===== config.mk =====
export PLATFORM = sky130hd
export DESIGN_NAME = usb_rx_deserializer
export DESIGN_NICKNAME = d
export VERILOG_FILES = /design/src/rtl/usb_rx_pkg.sv /design/src/rtl/flex_stp_sr.sv /design/src/rtl/usb_rx_deserializer.sv
export SDC_FILE = /design/constraint.sdc
export NUM_CORES = 1
export LEC_CHECK = 0
export CAP_MARGIN = 10
export CELL_PAD_IN_SITES_DETAIL_PLACEMENT = 1
export CELL_PAD_IN_SITES_GLOBAL_PLACEMENT = 1
export CORE_UTILIZATION = 46
export DETAILED_ROUTE_END_ITERATION = 6
export PLACE_DENSITY = 0.89
export SYNTH_ARGS = -nofsm -noshare
export SYNTH_HDL_FRONTEND = slang
export SYNTH_SLANG_ARGS = --single-unit
export TNS_END_PERCENT = 100

===== constraint.sdc =====
create_clock -name clk -period 2.4 [get_ports clk]
set_clock_uncertainty 0.2 [all_clocks]
set_input_delay 0.72 -clock clk [delete_from_list [all_inputs] [get_ports clk]]
set_output_delay 0.72 -clock clk [all_outputs]
set_load 0.05 [all_outputs]

===== src/rtl/usb_rx_pkg.sv =====
// usb_rx_pkg: shared FSM state type and line constants for the USB receive deserializer.
package usb_rx_pkg;

  typedef enum logic [1:0] {
    IDLE,
    DATA,
    STUFF
  } state_e;

  localparam logic IDLE_LINE       = 1'b1;
  localparam int   DEF_STUFF_LIMIT = 6;

endpackage


===== src/rtl/flex_stp_sr.sv =====
// flex_stp_sr: parameterized serial-to-parallel shift register with synchronous clear.
module flex_stp_sr #(
  parameter int NUM_BITS  = 8,
  parameter bit SHIFT_MSB = 1'b0
) (
  input  logic                clk,
  input  logic                n_rst,
  input  logic                clear,
  input  logic                shift_enable,
  input  logic                serial_in,
  output logic [NUM_BITS-1:0] parallel_out
);

  logic [NUM_BITS-1:0] word_q;

  // SHIFT_MSB=0 enters new bits at the MSB, so the first bit received ends at bit 0
  always_ff @(posedge clk or negedge n_rst) begin
    if (!n_rst) begin
      word_q <= '0;
    end else if (clear) begin
      word_q <= '0;
    end else if (shift_enable) begin
      word_q <= SHIFT_MSB ? {word_q[NUM_BITS-2:0], serial_in}
                          : {serial_in, word_q[NUM_BITS-1:1]};
    end
  end

  assign parallel_out = word_q;

endmodule


===== src/rtl/usb_rx_deserializer.sv =====
// usb_rx_deserializer: NRZI decode, bit-stuff removal and LSB-first byte assembly of USB RX line bits.
module usb_rx_deserializer
  import usb_rx_pkg::*;
#(
  parameter int NUM_BITS    = 8,
  parameter int STUFF_LIMIT = DEF_STUFF_LIMIT
) (
  input  logic                clk,
  input  logic                n_rst,
  input  logic                rx_active,
  input  logic                bit_strobe,
  input  logic                line_bit,
  input  logic                eop,
  output logic [NUM_BITS-1:0] rx_byte,
  output logic                byte_valid,
  output logic                stuff_err,
  output logic                align_err
);

  localparam int BW = (NUM_BITS > 1) ? $clog2(NUM_BITS) : 1;
  localparam int OW = $clog2(STUFF_LIMIT + 1);

  state_e              state_q;
  logic                prev_line_q;
  logic [BW-1:0]       bit_cnt_q;
  logic [OW-1:0]       ones_cnt_q;
  logic [NUM_BITS-1:0] rx_byte_q;
  logic                byte_valid_q;
  logic                stuff_err_q;
  logic                align_err_q;

  logic                dec;
  logic [OW-1:0]       ones_inc;
  logic                last_bit;
  logic                eop_hit;
  logic                clear_sr;
  logic                shift_en;
  logic [NUM_BITS-1:0] sr_word;

  always_comb begin
    dec      = (line_bit == prev_line_q);
    ones_inc = dec ? ones_cnt_q + 1'b1 : '0;
    last_bit = (bit_cnt_q == BW'(NUM_BITS - 1));
    eop_hit  = rx_active && (state_q != IDLE) && eop;
    clear_sr = !rx_active || (state_q == IDLE) || eop_hit;
    shift_en = rx_active && (state_q == DATA) && bit_strobe && !eop;
  end

  flex_stp_sr #(
    .NUM_BITS (NUM_BITS),
    .SHIFT_MSB(1'b0)
  ) u_sr (
    .clk         (clk),
    .n_rst       (n_rst),
    .clear       (clear_sr),
    .shift_enable(shift_en),
    .serial_in   (dec),
    .parallel_out(sr_word)
  );

  // eop beats a coincident strobe; a stuffed bit updates prev_line but is never shifted or counted
  always_ff @(posedge clk or negedge n_rst) begin
    if (!n_rst) begin
      state_q      <= IDLE;
      prev_line_q  <= IDLE_LINE;
      bit_cnt_q    <= '0;
      ones_cnt_q   <= '0;
      rx_byte_q    <= '0;
      byte_valid_q <= 1'b0;
      stuff_err_q  <= 1'b0;
      align_err_q  <= 1'b0;
    end else begin
      byte_valid_q <= 1'b0;
      stuff_err_q  <= 1'b0;
      align_err_q  <= 1'b0;
      if (!rx_active) begin
        state_q     <= IDLE;
        prev_line_q <= IDLE_LINE;
        bit_cnt_q   <= '0;
        ones_cnt_q  <= '0;
      end else if (state_q == IDLE) begin
        state_q <= DATA;
      end else if (eop) begin
        align_err_q <= (bit_cnt_q != '0);
        state_q     <= DATA;
        prev_line_q <= IDLE_LINE;
        bit_cnt_q   <= '0;
        ones_cnt_q  <= '0;
      end else if (bit_strobe) begin
        prev_line_q <= line_bit;
        if (state_q == STUFF) begin
          stuff_err_q <= dec;
          ones_cnt_q  <= '0;
          state_q     <= DATA;
        end else begin
          ones_cnt_q <= ones_inc;
          bit_cnt_q  <= last_bit ? '0 : bit_cnt_q + 1'b1;
          if (last_bit) begin
            rx_byte_q    <= NUM_BITS'({dec, sr_word} >> 1);
            byte_valid_q <= 1'b1;
          end
          if (ones_inc == OW'(STUFF_LIMIT)) state_q <= STUFF;
        end
      end
    end
  end

  assign rx_byte    = rx_byte_q;
  assign byte_valid = byte_valid_q;
  assign stuff_err  = stuff_err_q;
  assign align_err  = align_err_q;

endmodule


[Yosys cells after proc, flatten, opt, wreduce, memory -nomap -nowiden]
Index checks and enable logic that the tools add are counted.
Storage, ports and cells
  bits in registers: 28
  bits of input ports: 6
  output and inout port bits: 11
  logic and storage cells: 79
Operators by class
  $add $sub $neg: 2
  equality and inequality tests: 10
  multiplexer cells: 38
  bitwise operators: 3
  reduce and logical (&&, ||, !) cells: 17
Operators by type and width (count)
  3-bit two-way mux: 12
  1-bit two-way mux: 18
  8-bit two-way mux: 2
  2-bit two-way mux: 6
  3-bit by 1-bit adder with 3-bit output (second input constant): 2
  3-bit equality test (second input constant): 2
  6-bit AND reduction: 1
  1-bit logical AND: 5
  5-bit by 1-bit inequality test with 1-bit output (second input constant): 1
  4-bit by 1-bit inequality test with 1-bit output (second input constant): 1
  2-bit AND reduction: 2
  2-bit nonzero test: 2
  3-bit by 1-bit inequality test with 1-bit output (second input constant): 1
  3-bit inequality test (second input constant): 1
  1-bit inverter: 3
  3-bit AND reduction: 1
  3-bit nonzero test: 1
  2-bit by 1-bit equality test with 1-bit output (second input constant): 1
  2-bit equality test (second input constant): 1
  1-bit zero test: 2
  2-bit zero test: 1
  1-bit logical OR: 2
  2-bit inequality test (second input constant): 1
  1-bit equality test: 1

[Longest topological paths before layout]
  depth after elaboration: 9
  depth in mapped cells: 5
  mapped depth without buffers: 5

[By module]
From an unflattened synthesis, not the netlist that was laid out.
Unflattened totals
  cell total of the unflattened synthesis: 104
  area, all modules: 1297.5 µm²
Modules (own cells, without submodules)
  usb_rx_deserializer: instances 1, cells each 78, area each 972.2 µm², sequential area each 501.7 µm²
  flex_stp_sr: instances 1, cells each 26, area each 325.3 µm², sequential area each 200.2 µm²

[Least setup slack after synthesis]
Ideal clock, no wire load.
  path type: input port to flip-flop
  from: in bit_strobe
  to: reg rx_byte_q[7], in the netlist rx_byte[7]
  library setup time: 125 ps
  arrival time: 1580 ps
  required time: 2075 ps
  setup slack: 495 ps
  stages: 4
  path through: buf_4 -> and4b_2 -> nand2_4 -> mux2_4
Between the ends
  longest elaborated chain between the ends: 1
Ends and longest elaborated chain
  start, declared: RTL line usb_rx_deserializer.sv:11  | input logic bit_strobe,
  6-bit AND reduction (no source line)
  end signal, assigned: RTL line usb_rx_deserializer.sv:99  | rx_byte_q <= NUM_BITS'({dec, sr_word} >> 1);
  end, declared: RTL line usb_rx_deserializer.sv:27  | logic [NUM_BITS-1:0] rx_byte_q;
Every way passes these cells.
A chain may end at the register's enable or synchronous reset.

[Final worst setup path]
  from: reg rx_byte_q[2], in the netlist rx_byte[2]
  to: out rx_byte[2]
RTL lines
  end, declared: RTL line usb_rx_deserializer.sv:14  | output logic [NUM_BITS-1:0] rx_byte,
No word-level cell between the ends.

==> metrics <==
setup violators final 0; Post-DP HPWL 2.05 mm; #FFs+latches synth 27; Syn Nets 119; register area about 680 um2; Slew @ Worst Pin 0.505 ns; FP Rows 18; maximum fanout along the worst path 2; GRT overflow 0; Root Buffer clkbuf_4; PwrDens 487 mW/mm2; largest net degree at the start of global routing 28; # fillers 282; DIE WIDTH 54.6 um; min-delay worst type flop to flop; drt total wl roughly 2.8 mm; chip height 54.6 um; crit path DAT ~1.2 ns; Clock Tree Buf Depth 2; initial drt markers 7; # diodes 0; Final Non-Filler Cells 161; gr usage total 22.7%; syn_area_per_cell approximately 12 um2; post-DR wirelength/cell ~17 um; first-pass GRT wire length around 4.7 mm; Clock Latency Late Sink 0.32 ns; Crit. End Element output pin; Levels on crit path 1; Post-synth EDFFs 0; Cell variety after synth 33; remaining antenna violation count after routing 0; Overall Power roughly 730 uW; crit path kind flop to output pin; Main synth FF type dfrtp_1; status completed; cell count after synthesis 109; clk slew on worst S/H paths 0.15 ns; leakage 0.772 nW; relative slew slack 66.4%; H-tree Lvls 1; Final nets 142; CP top delay family buffers and inverters; post-CTS setup buffers 0; DRC viols 0; vias per cell 5.67; Worst setup SP type flop; CP bufs+invs 1; count of input and output buffers 16; CTS tree built; Cells after DPL 157; R2R cell count 3; synth warn 0; TNS Setup 0 ns; Tcrit/Tclk final 90.1%; area of the multi-input gates between 500 and 600 um2; Placer Congestion a little over 0.8; vias in the first global route 1027; number of detailed-route iterations in the first pass 4; Seq/Total Area, Yosys 53.1%; CTS Buf Count 3; core area about 0.0025 mm2; Pins Over Slew Limit 0; vias between 900 and 1k; slowest stage cell, crit path dlygate4sd2_1; Initial Util 50.1%; CP cell instances dlygate4sd2_1; worst hold path cell count 1; Die ar. roughly 0.003 mm2; Layout area overhead 17.8%; slowest stage delay, CP 0.53 ns; # IOs 17; number of max-cap violations 0; antenna violations before repair 0; VDD IR-drop max 323 uV; Tmin final 2.16 ns; share of cells above drive strength 1 between 20% and 30%; Hold Fails Final Rpt 0; RSZ-0062 raised after global routing no; CP required 1.48 ns; achievable frequency about 460 MHz; Post-Syn Area 0.00127 mm2; # clock sinks 27; FFs w/ async S/R, synth 100%
synthesized netlist by cell type (2+ instances only):
library cell / instances / area share, %
a21oi_1: 8 / 3.1
a22o_1: 2 / 1.4
buf_4: 3 / 1.8
dfrtp_1: 26 / 51
ha_1: 4 / 3.9
inv_1: 8 / 2.4
mux2_4: 8 / 9.4
nand2_1: 3 / 0.88
nand3_1: 2 / 0.79
nand3b_1: 7 / 4.1
nor2_1: 3 / 0.88
nor2b_1: 3 / 1.5
nor3_1: 2 / 0.79
o21ai_0: 11 / 4.3
cell usage in the layout (no fill, tap or decap), drive strengths merged, types with 2 or more instances in the layout:
cell type,Yosys,routed
dfrtp,26,26
buf,4,15
ha,4,4
nor2,3,3
mux2,8,8
o21ai,12,12
inv,8,8
nand3,2,2
nand3b,7,7
nand2,4,4
clkdlybuf4s50,0,5
dlygate4sd2,0,2
nor3,2,2
clkbuf,1,3
a22o,2,2
nor2b,3,3
a21oi,8,8
state kept, by name, summed over array words and instances, names as in the netlist:
| name | count |
|---|---|
| rx_byte | 8 |
| u_sr.parallel_out | 7 |
| bit_cnt_q | 3 |
| ones_cnt_q | 3 |
| state_q | 2 |
| align_err | 1 |
| byte_valid | 1 |
| prev_line_q | 1 |
| stuff_err | 1 |
final cells by class:
cell class                      count  area share, %
Tap cell                           30           2.50
Clock buffer                        3           1.50
Clock inverter                      1          0.333
Sequential cell                    27           45.1
Multi-Input combinational cell     69           35.8
Timing Repair Buffer               23           12.8
Inverter                            8           2.00
kinds of logic (layout without fill, tap and decap cells):
| family | count (synthesis) | in the layout | share of synthesized area [%] |
|---|---|---|---|
| compound gates | 29 | 29 | 14.3 |
| xor+xnor | 1 | 1 | 0.687 |
| fa+ha+maj | 4 | 4 | 3.93 |
| buf+inv | 13 | 35 | 4.81 |
| flops | 27 | 27 | 53.1 |
| mux | 9 | 9 | 10.2 |
| simple gates | 26 | 26 | 13.0 |
repair_timing:
action / CTS / global route
hold buffers: 0 / 0
resized for setup: 2 / 1
setup endpoints to repair: 2 / 1
layer usage:
metal	routed length [um]	track usage (%)
met1	1210	27.8
met2	1410	37.1
met3	97	3.61
met4	59	13.2
met5	0	0
final timing paths:
check	slack, ns	start	to
worst max-delay path	0.24	rx_byte[2]	rx_byte[2]
worst min-delay path	0.33	rx_byte[1]	rx_byte[1]
worst max register to register	0.68	state_q[1]	prev_line_q
worst min register to register	0.33	rx_byte[1]	rx_byte[1]
max in group asynchronous	1.15	n_rst	prev_line_q
min in group asynchronous	0.54	n_rst	rx_byte[2]
report_power, final:
| part | total, mW | switching (mW) | internal (mW) |
|---|---|---|---|
| sequential | 0.465 | 0.00510 | 0.460 |
| clock | 0.203 | 0.141 | 0.0625 |
| combinational | 0.0634 | 0.0367 | 0.0267 |
through the flow:
step / hold slack, ns / util (%) / setup slack (ns) / cell area [um2]
after CTS: 0.336 / 58.9 / 0.00528 / 1500
after floorplan: 0.224 / - / 0.495 / 1270
after detailed placement: 0.306 / 57.9 / 0.0351 / 1470
final: 0.332 / 59.0 / 0.237 / 1500
after global routing: 0.354 / 59.0 / 0.169 / 1500
after global placement: 0.288 / 57.9 / 0.134 / 1470
No activity file was read; power rests on OpenSTA's default activity.
